==> config.mk <==
export PLATFORM = sky130hd
export DESIGN_NAME = ifetch_queue_flat
export DESIGN_NICKNAME = d
export VERILOG_FILES = /design/src/rtl/ifetch_queue_if.sv /design/src/rtl/ifetch_queue.sv /design/src/flat_wrapper.sv
export SDC_FILE = /design/constraint.sdc
export NUM_CORES = 1
export LEC_CHECK = 0
export ABC_CLOCK_PERIOD_IN_PS = 7600
export CORE_MARGIN = 3
export CORE_UTILIZATION = 35
export CTS_BUF_LIST = sky130_fd_sc_hd__clkbuf_4 sky130_fd_sc_hd__clkbuf_8
export DETAILED_ROUTE_END_ITERATION = 16
export MAX_ROUTING_LAYER = met4
export SLEW_MARGIN = 20
export SYNTH_ARGS = -nofsm -noshare
export SYNTH_HDL_FRONTEND = slang
export SYNTH_SLANG_ARGS = --single-unit
==> constraint.sdc <==
create_clock -name clk -period 7.6 [get_ports clk]
set_input_delay 2.28 -clock clk [delete_from_list [all_inputs] [get_ports clk]]
set_output_delay 2.28 -clock clk [all_outputs]
set_load 0.05 [all_outputs]
==> src/rtl/ifetch_queue_if.sv <==
// ifetch_queue_if: signals between the instruction fetch front end, the instruction RAM read
// port and the decode stage.
//   master : fetch unit side (drives mem_addr and the inst_* outputs)
//   slave  : environment side (RAM data, redirect request, decode ready)
// Signals:
//   mem_addr       byte address to the RAM read port (registered in the RAM)
//   mem_dout       RAM read data, valid the cycle after mem_addr
//   redirect_valid one-cycle pulse restarting fetch at redirect_pc
//   redirect_pc    new fetch address (low two bits ignored)
//   inst_valid     head instruction valid
//   inst_ready     decode accepts the head this cycle
//   inst, inst_pc  head instruction word and its byte address
interface ifetch_queue_if #(
  parameter int unsigned ADDR_WIDTH = 16,
  parameter int unsigned DATA_WIDTH = 32
) ();

  logic [ADDR_WIDTH-1:0] mem_addr;
  logic [DATA_WIDTH-1:0] mem_dout;
  logic                  redirect_valid;
  logic [ADDR_WIDTH-1:0] redirect_pc;
  logic                  inst_valid;
  logic                  inst_ready;
  logic [DATA_WIDTH-1:0] inst;
  logic [ADDR_WIDTH-1:0] inst_pc;

  modport master (
    output mem_addr,
    input  mem_dout,
    input  redirect_valid,
    input  redirect_pc,
    output inst_valid,
    input  inst_ready,
    output inst,
    output inst_pc
  );

  modport slave (
    input  mem_addr,
    output mem_dout,
    output redirect_valid,
    output redirect_pc,
    input  inst_valid,
    output inst_ready,
    input  inst,
    input  inst_pc
  );

endinterface

==> src/rtl/ifetch_queue.sv <==
// ifetch_queue: instruction fetch front end. Issues sequential word fetches to the instruction
// RAM, captures the word returned one cycle later into a small prefetch FIFO and presents the
// FIFO head to decode with a valid/ready handshake. A redirect flushes the FIFO, drops any
// response in flight and restarts fetch at the (word-aligned) redirect address.
// Ports:
//   clk  rising-edge clock
//   rst  synchronous active-high reset
//   bus  ifetch_queue_if.master: RAM address/data, redirect, decode handshake
// Optional feature, macro IFETCH_BYPASS_EN: when the FIFO is empty the arriving RAM word is
// presented to decode in the same cycle and is only queued if decode does not take it.
module ifetch_queue #(
  parameter int unsigned           ADDR_WIDTH = 16,
  parameter int unsigned           DATA_WIDTH = 32,
  parameter int unsigned           DEPTH_LOG2 = 2,
  parameter logic [ADDR_WIDTH-1:0] RESET_PC   = '0
) (
  input logic            clk,
  input logic            rst,
  ifetch_queue_if.master bus
);

  localparam int unsigned Depth = 1 << DEPTH_LOG2;
  localparam int unsigned CntW  = DEPTH_LOG2 + 1;
  localparam int unsigned OccW  = DEPTH_LOG2 + 2;

  logic [ADDR_WIDTH-1:0] fetch_pc_q, fetch_pc_d;
  logic                  req_q, req_d;
  logic [ADDR_WIDTH-1:0] req_pc_q, req_pc_d;
  logic [CntW-1:0]       count_q, count_d;
  logic [DEPTH_LOG2-1:0] wr_ptr_q, wr_ptr_d;
  logic [DEPTH_LOG2-1:0] rd_ptr_q, rd_ptr_d;

  logic [DATA_WIDTH-1:0] inst_mem [Depth];
  logic [ADDR_WIDTH-1:0] pc_mem   [Depth];

  logic            head_valid;
  logic            bypass;
  logic            valid;
  logic            pop;
  logic            fifo_pop;
  logic            push;
  logic            issue;
  logic [OccW-1:0] occupancy;

  // Low address bits of a redirect are ignored (word-aligned fetch only).
  logic unused_redirect_lsbs;
  assign unused_redirect_lsbs = ^bus.redirect_pc[1:0];

  assign head_valid = (count_q != '0);

`ifdef IFETCH_BYPASS_EN
  assign bypass = req_q && !head_valid;
`else
  assign bypass = 1'b0;
`endif

  assign valid    = head_valid || bypass;
  assign pop      = valid && bus.inst_ready;
  assign fifo_pop = pop && head_valid;
  // A bypassed word taken by decode in its arrival cycle is never queued.
  assign push     = req_q && !(bypass && bus.inst_ready);

  // Credit check: queued words plus the one in flight, less the one leaving, must leave room.
  assign occupancy = OccW'(count_q) + OccW'(req_q) - OccW'(pop);
  assign issue     = !bus.redirect_valid && (occupancy < OccW'(Depth));

  always_comb begin
    fetch_pc_d = fetch_pc_q;
    req_d      = 1'b0;
    req_pc_d   = req_pc_q;
    count_d    = count_q;
    wr_ptr_d   = wr_ptr_q;
    rd_ptr_d   = rd_ptr_q;
    if (bus.redirect_valid) begin
      // Flush; clearing req_d drops the response that arrives next cycle.
      fetch_pc_d = {bus.redirect_pc[ADDR_WIDTH-1:2], 2'b00};
      count_d    = '0;
      wr_ptr_d   = '0;
      rd_ptr_d   = '0;
    end else begin
      if (issue) begin
        fetch_pc_d = fetch_pc_q + ADDR_WIDTH'(4);
        req_d      = 1'b1;
        req_pc_d   = fetch_pc_q;
      end
      if (push) begin
        wr_ptr_d = wr_ptr_q + DEPTH_LOG2'(1);
      end
      if (fifo_pop) begin
        rd_ptr_d = rd_ptr_q + DEPTH_LOG2'(1);
      end
      count_d = count_q + CntW'(push) - CntW'(fifo_pop);
    end
  end

  always_ff @(posedge clk) begin
    if (rst) begin
      fetch_pc_q <= RESET_PC;
      req_q      <= 1'b0;
      req_pc_q   <= '0;
      count_q    <= '0;
      wr_ptr_q   <= '0;
      rd_ptr_q   <= '0;
    end else begin
      fetch_pc_q <= fetch_pc_d;
      req_q      <= req_d;
      req_pc_q   <= req_pc_d;
      count_q    <= count_d;
      wr_ptr_q   <= wr_ptr_d;
      rd_ptr_q   <= rd_ptr_d;
    end
  end

  // Storage needs no reset: entries are only visible while count_q covers them.
  always_ff @(posedge clk) begin
    if (push) begin
      inst_mem[wr_ptr_q] <= bus.mem_dout;
      pc_mem[wr_ptr_q]   <= req_pc_q;
    end
  end

  assign bus.mem_addr = fetch_pc_q;

  always_comb begin
    bus.inst_valid = valid;
    bus.inst       = '0;
    bus.inst_pc    = '0;
    if (head_valid) begin
      bus.inst    = inst_mem[rd_ptr_q];
      bus.inst_pc = pc_mem[rd_ptr_q];
    end else if (bypass) begin
      bus.inst    = bus.mem_dout;
      bus.inst_pc = req_pc_q;
    end
  end

endmodule

==> src/flat_wrapper.sv <==
// flat-port wrapper written by rule: the top's interface ports become plain ports
module ifetch_queue_flat 
#(
  parameter int unsigned           ADDR_WIDTH = 16,
  parameter int unsigned           DATA_WIDTH = 32,
  parameter int unsigned           DEPTH_LOG2 = 2,
  parameter logic [ADDR_WIDTH-1:0] RESET_PC   = '0
)
  (clk, rst, bus_mem_addr, bus_mem_dout, bus_redirect_valid, bus_redirect_pc, bus_inst_valid, bus_inst_ready, bus_inst, bus_inst_pc);
  ifetch_queue_if #(.ADDR_WIDTH(ADDR_WIDTH), .DATA_WIDTH(DATA_WIDTH)) bus_i ();
  input logic clk;
  input logic rst;
  output wire logic [$bits(bus_i.mem_addr)-1:0] bus_mem_addr;
  input wire logic [$bits(bus_i.mem_dout)-1:0] bus_mem_dout;
  input wire logic [$bits(bus_i.redirect_valid)-1:0] bus_redirect_valid;
  input wire logic [$bits(bus_i.redirect_pc)-1:0] bus_redirect_pc;
  output wire logic [$bits(bus_i.inst_valid)-1:0] bus_inst_valid;
  input wire logic [$bits(bus_i.inst_ready)-1:0] bus_inst_ready;
  output wire logic [$bits(bus_i.inst)-1:0] bus_inst;
  output wire logic [$bits(bus_i.inst_pc)-1:0] bus_inst_pc;
  assign bus_mem_addr = bus_i.mem_addr;
  assign bus_i.mem_dout = bus_mem_dout;
  assign bus_i.redirect_valid = bus_redirect_valid;
  assign bus_i.redirect_pc = bus_redirect_pc;
  assign bus_inst_valid = bus_i.inst_valid;
  assign bus_i.inst_ready = bus_inst_ready;
  assign bus_inst = bus_i.inst;
  assign bus_inst_pc = bus_i.inst_pc;
  ifetch_queue #(.ADDR_WIDTH(ADDR_WIDTH), .DATA_WIDTH(DATA_WIDTH), .DEPTH_LOG2(DEPTH_LOG2), .RESET_PC(RESET_PC)) u_core (.clk(clk), .rst(rst), .bus(bus_i));
endmodule
==> results_dict.tcl <==
set metrics [dict create \
    start_util_pct 35.9 \
    worstHoldPathCells 0 \
    dr.pass1.iters 4 \
    first_global_vias 5172 \
    cts_buffers 37 \
    num_rows 57 \
    htree_levels 2 \
    worst-endpoint-arrival_ns 3.01 \
    clk_latency_ns 0.51 \
    grt_usage_pct 13.8 \
    cp.depth 3 \
    synth-adder-area-share_pct 1.51 \
    finalCritPeriodShare_pct 69.6 \
    fin_cells 989 \
    synth-seq-area-share_pct 71.6 \
    antenna_found_initial 1 \
    clock_skew_ns 0.0109 \
    pwr-share-clk_pct 32.8 \
    post-synth-top-area-cell "edfxtp_1" \
    endpoint_kind "output pin" \
    ctsRootBufferMaster "clkbuf_8" \
    whs_ns 0.495 \
    power.density_nw_per_um2 277 \
    syn_area_per_cell_sq_um 17.2 \
    slew_violations 0 \
    fin_ws_ns 2.31 \
    numPortBuffers 110 \
    grt_max_degree 48 \
    swShare_pct 28.6 \
    outcome "completed" \
    crit_path_max_fanout 46 \
    crit_buf_inv 1 \
    maxCapViolations 0 \
    synth-seq-cells 222 \
    use_met3_pct 3.63 \
    clock_sinks 222 \
    placed_area_sq_um 10200 \
    synth-xor-area-share_pct 1.20 \
    crit_chain "mux4_2, and2_1, clkdlybuf4s50_1" \
    grt-ovfl-total 0 \
    cts_max_path_buffers 3 \
    cp_slowest_stage_delay_ns 1.00 \
    intPower_mw 2.16 \
    worst-setup-path-type "register to output pin" \
    pre_cts_ws_ns 2.00 \
    synth_cells 511 \
    vias_per_cell 4.91 \
    synth_ff_type "edfxtp_1" \
    drtIter0Drc 273 \
    synth-simple-area-share_pct 6.86 \
    post-route-min-period_ns 5.29 \
    grt-busiest-layer "met2" \
    gp_congestion 0.781 \
    drc_errors 0 \
    slowest_stage "dfxtp_4" \
    path_clk_slew_ns 0.06 \
    layout.nets 698 \
    synth_common_cells "edfxtp_1, and2_1, mux4_2, dfxtp_1, a21oi_1" \
    synth_warnings 0 \
    syn_area_sq_um 8770 \
    power_frac_comb_pct 19.6 \
    cts_tree "done" \
    synthTopCellsByArea "edfxtp_1, mux4_2, dfxtp_1" \
    tns_ns 0 \
    fillers 2131 \
    max_slew_margin_pct 27.8 \
    grtUsageMet2_pct 22.1 \
    net-switching-power_mw 0.866 \
    synth_most_common_cell "edfxtp_1" \
    synthToLayoutAreaGrowth_pct 24.2 \
    dieHeight_microns 164 \
    worstMarginPinSlew_ns 1.08 \
    die_area_sq_um 27000 \
    async_flop_share_pct 0 \
    die_w_microns 164 \
    synth_cell_types 36 \
    yosysTopAreaCellShare_pct 63.0 \
    synth-compound-area-share_pct 4.24 \
    p_leak_nw 3.51 \
    grt_use_met1_pct 17.5 \
    final_hold_viol_count 0 \
    hold_class "register to register" \
    rsz0062_at_grt "false" \
    seqPwrFrac_pct 47.6 \
    num_vias 4855 \
    irDropWorstVdd_mv 0.101 \
    critPathLaunchType "register" \
    yosys-mux-area-fraction_pct 12.2 \
    cts_setup_buffers 0 \
    synth_top_family_by_area "multiplexers" \
    cts_resized 0 \
    drtAntennaViolNets 0 \
    drt_wl_total_microns 17800 \
    finalSetupViolCount 0 \
    core_sq_um 24500 \
    pin_count 117 \
    cpLargestDelayFamily "flip-flops" \
    dp.cells 921 \
    fin_area_sq_um 10900 \
    wire_per_inst_microns 18.0 \
    required_ns 5.32 \
    hpwl_microns 10500 \
    max_freq_mhz 189 \
    drive_gt1_share_pct 17.9 \
    r2r_cells 10 \
    synth_edf_count 184 \
    hold_buffers 0 \
    grt_first_pass_wirelength_microns 28100 \
]
## cell type report
type | count | area, sq um | area share (%)
Antenna cell | 1 | 2.50 | 0.0230
Clock inverter | 15 | 70.1 | 0.643
Tap cell | 324 | 405 | 3.72
Clock buffer | 52 | 641 | 5.88
Inverter | 12 | 45.0 | 0.413
Multi-Input combinational cell | 247 | 2300 | 21.1
Timing Repair Buffer | 116 | 1150 | 10.5
Sequential cell | 222 | 6290 | 57.7
## path summary, 6_finish.rpt
| path | start | slack [ns] | endpoint |
|---|---|---|---|
| max | register | 2.31 | bus_inst[31] |
| min | u_core.req_pc_q[2] | 0.50 | u_core.pc_mem[0][2] |
| max reg2reg | u_core.count_q[2] | 3.99 | u_core.bus.mem_addr[13] |
| min reg2reg | u_core.req_pc_q[2] | 0.50 | u_core.pc_mem[0][2] |
## layer usage
metal  routed length, microns  vias up
li1                         -     2217
met1                     7770     2446
met2                     8520      154
met3                     1130       38
met4                      351        0
met5                        0        -
## through the flow
step | power (mW) | utilization, %
6_report | 3.02 | 44.6
5_1_grt | 3.16 | 44.6
4_1_cts | 3.07 | 44.5
3_5_place_dp | 2.07 | 41.6
3_3_place_gp | 2.05 | 41.6
2_1_floorplan | 1.87 | -
## registers in the layout (all words and copies together), names as in the netlist, named ones only
name	flops
u_core.wr_ptr_q	2
u_core.push	1
u_core.count_q	3
u_core.rd_ptr_q	2
u_core.bus.mem_addr	14
u_core.pc_mem	56
u_core.inst_mem	128
u_core.req_pc_q	14
## cells in the final DEF, fill, tap and decap left out, drive strengths merged, types with 3 or more instances in the layout
cell,instances
a311oi,3
o31a,3
buf,6
nand3,7
edfxtp,184
a21oi,25
dfxtp,38
o21bai,3
a211oi,6
and2,54
clkinv,12
ha,9
nand2,20
or4,3
xnor2,11
o21ai,16
mux4,46
conb,4
inv,13
clkdlybuf4s50,110
clkbuf,52
nor2,16
o31ai,3
nand4,3
## cells by family after synthesis
group | count (synthesis)
flip-flops | 222
AND/OR/NAND/NOR | 110
AO/OA/AOI/OAI | 62
multiplexers | 49
buffers and inverters | 45
XOR/XNOR | 12
adder cells (fa/ha/maj) | 10
other | 1
## power by group through the flow
| stage | sequential, mW | clock (mW) | combinational, mW |
|---|---|---|---|
| 6_report | 1.44 | 0.990 | 0.593 |
| 5_1_grt | 1.45 | 1.08 | 0.636 |
| 3_5_place_dp | 1.47 | 0 | 0.602 |
| 3_3_place_gp | 1.46 | 0 | 0.594 |
| 2_1_floorplan | 1.47 | 0 | 0.400 |
| 4_1_cts | 1.44 | 1.03 | 0.603 |
(Power assumes the default switching activity.)
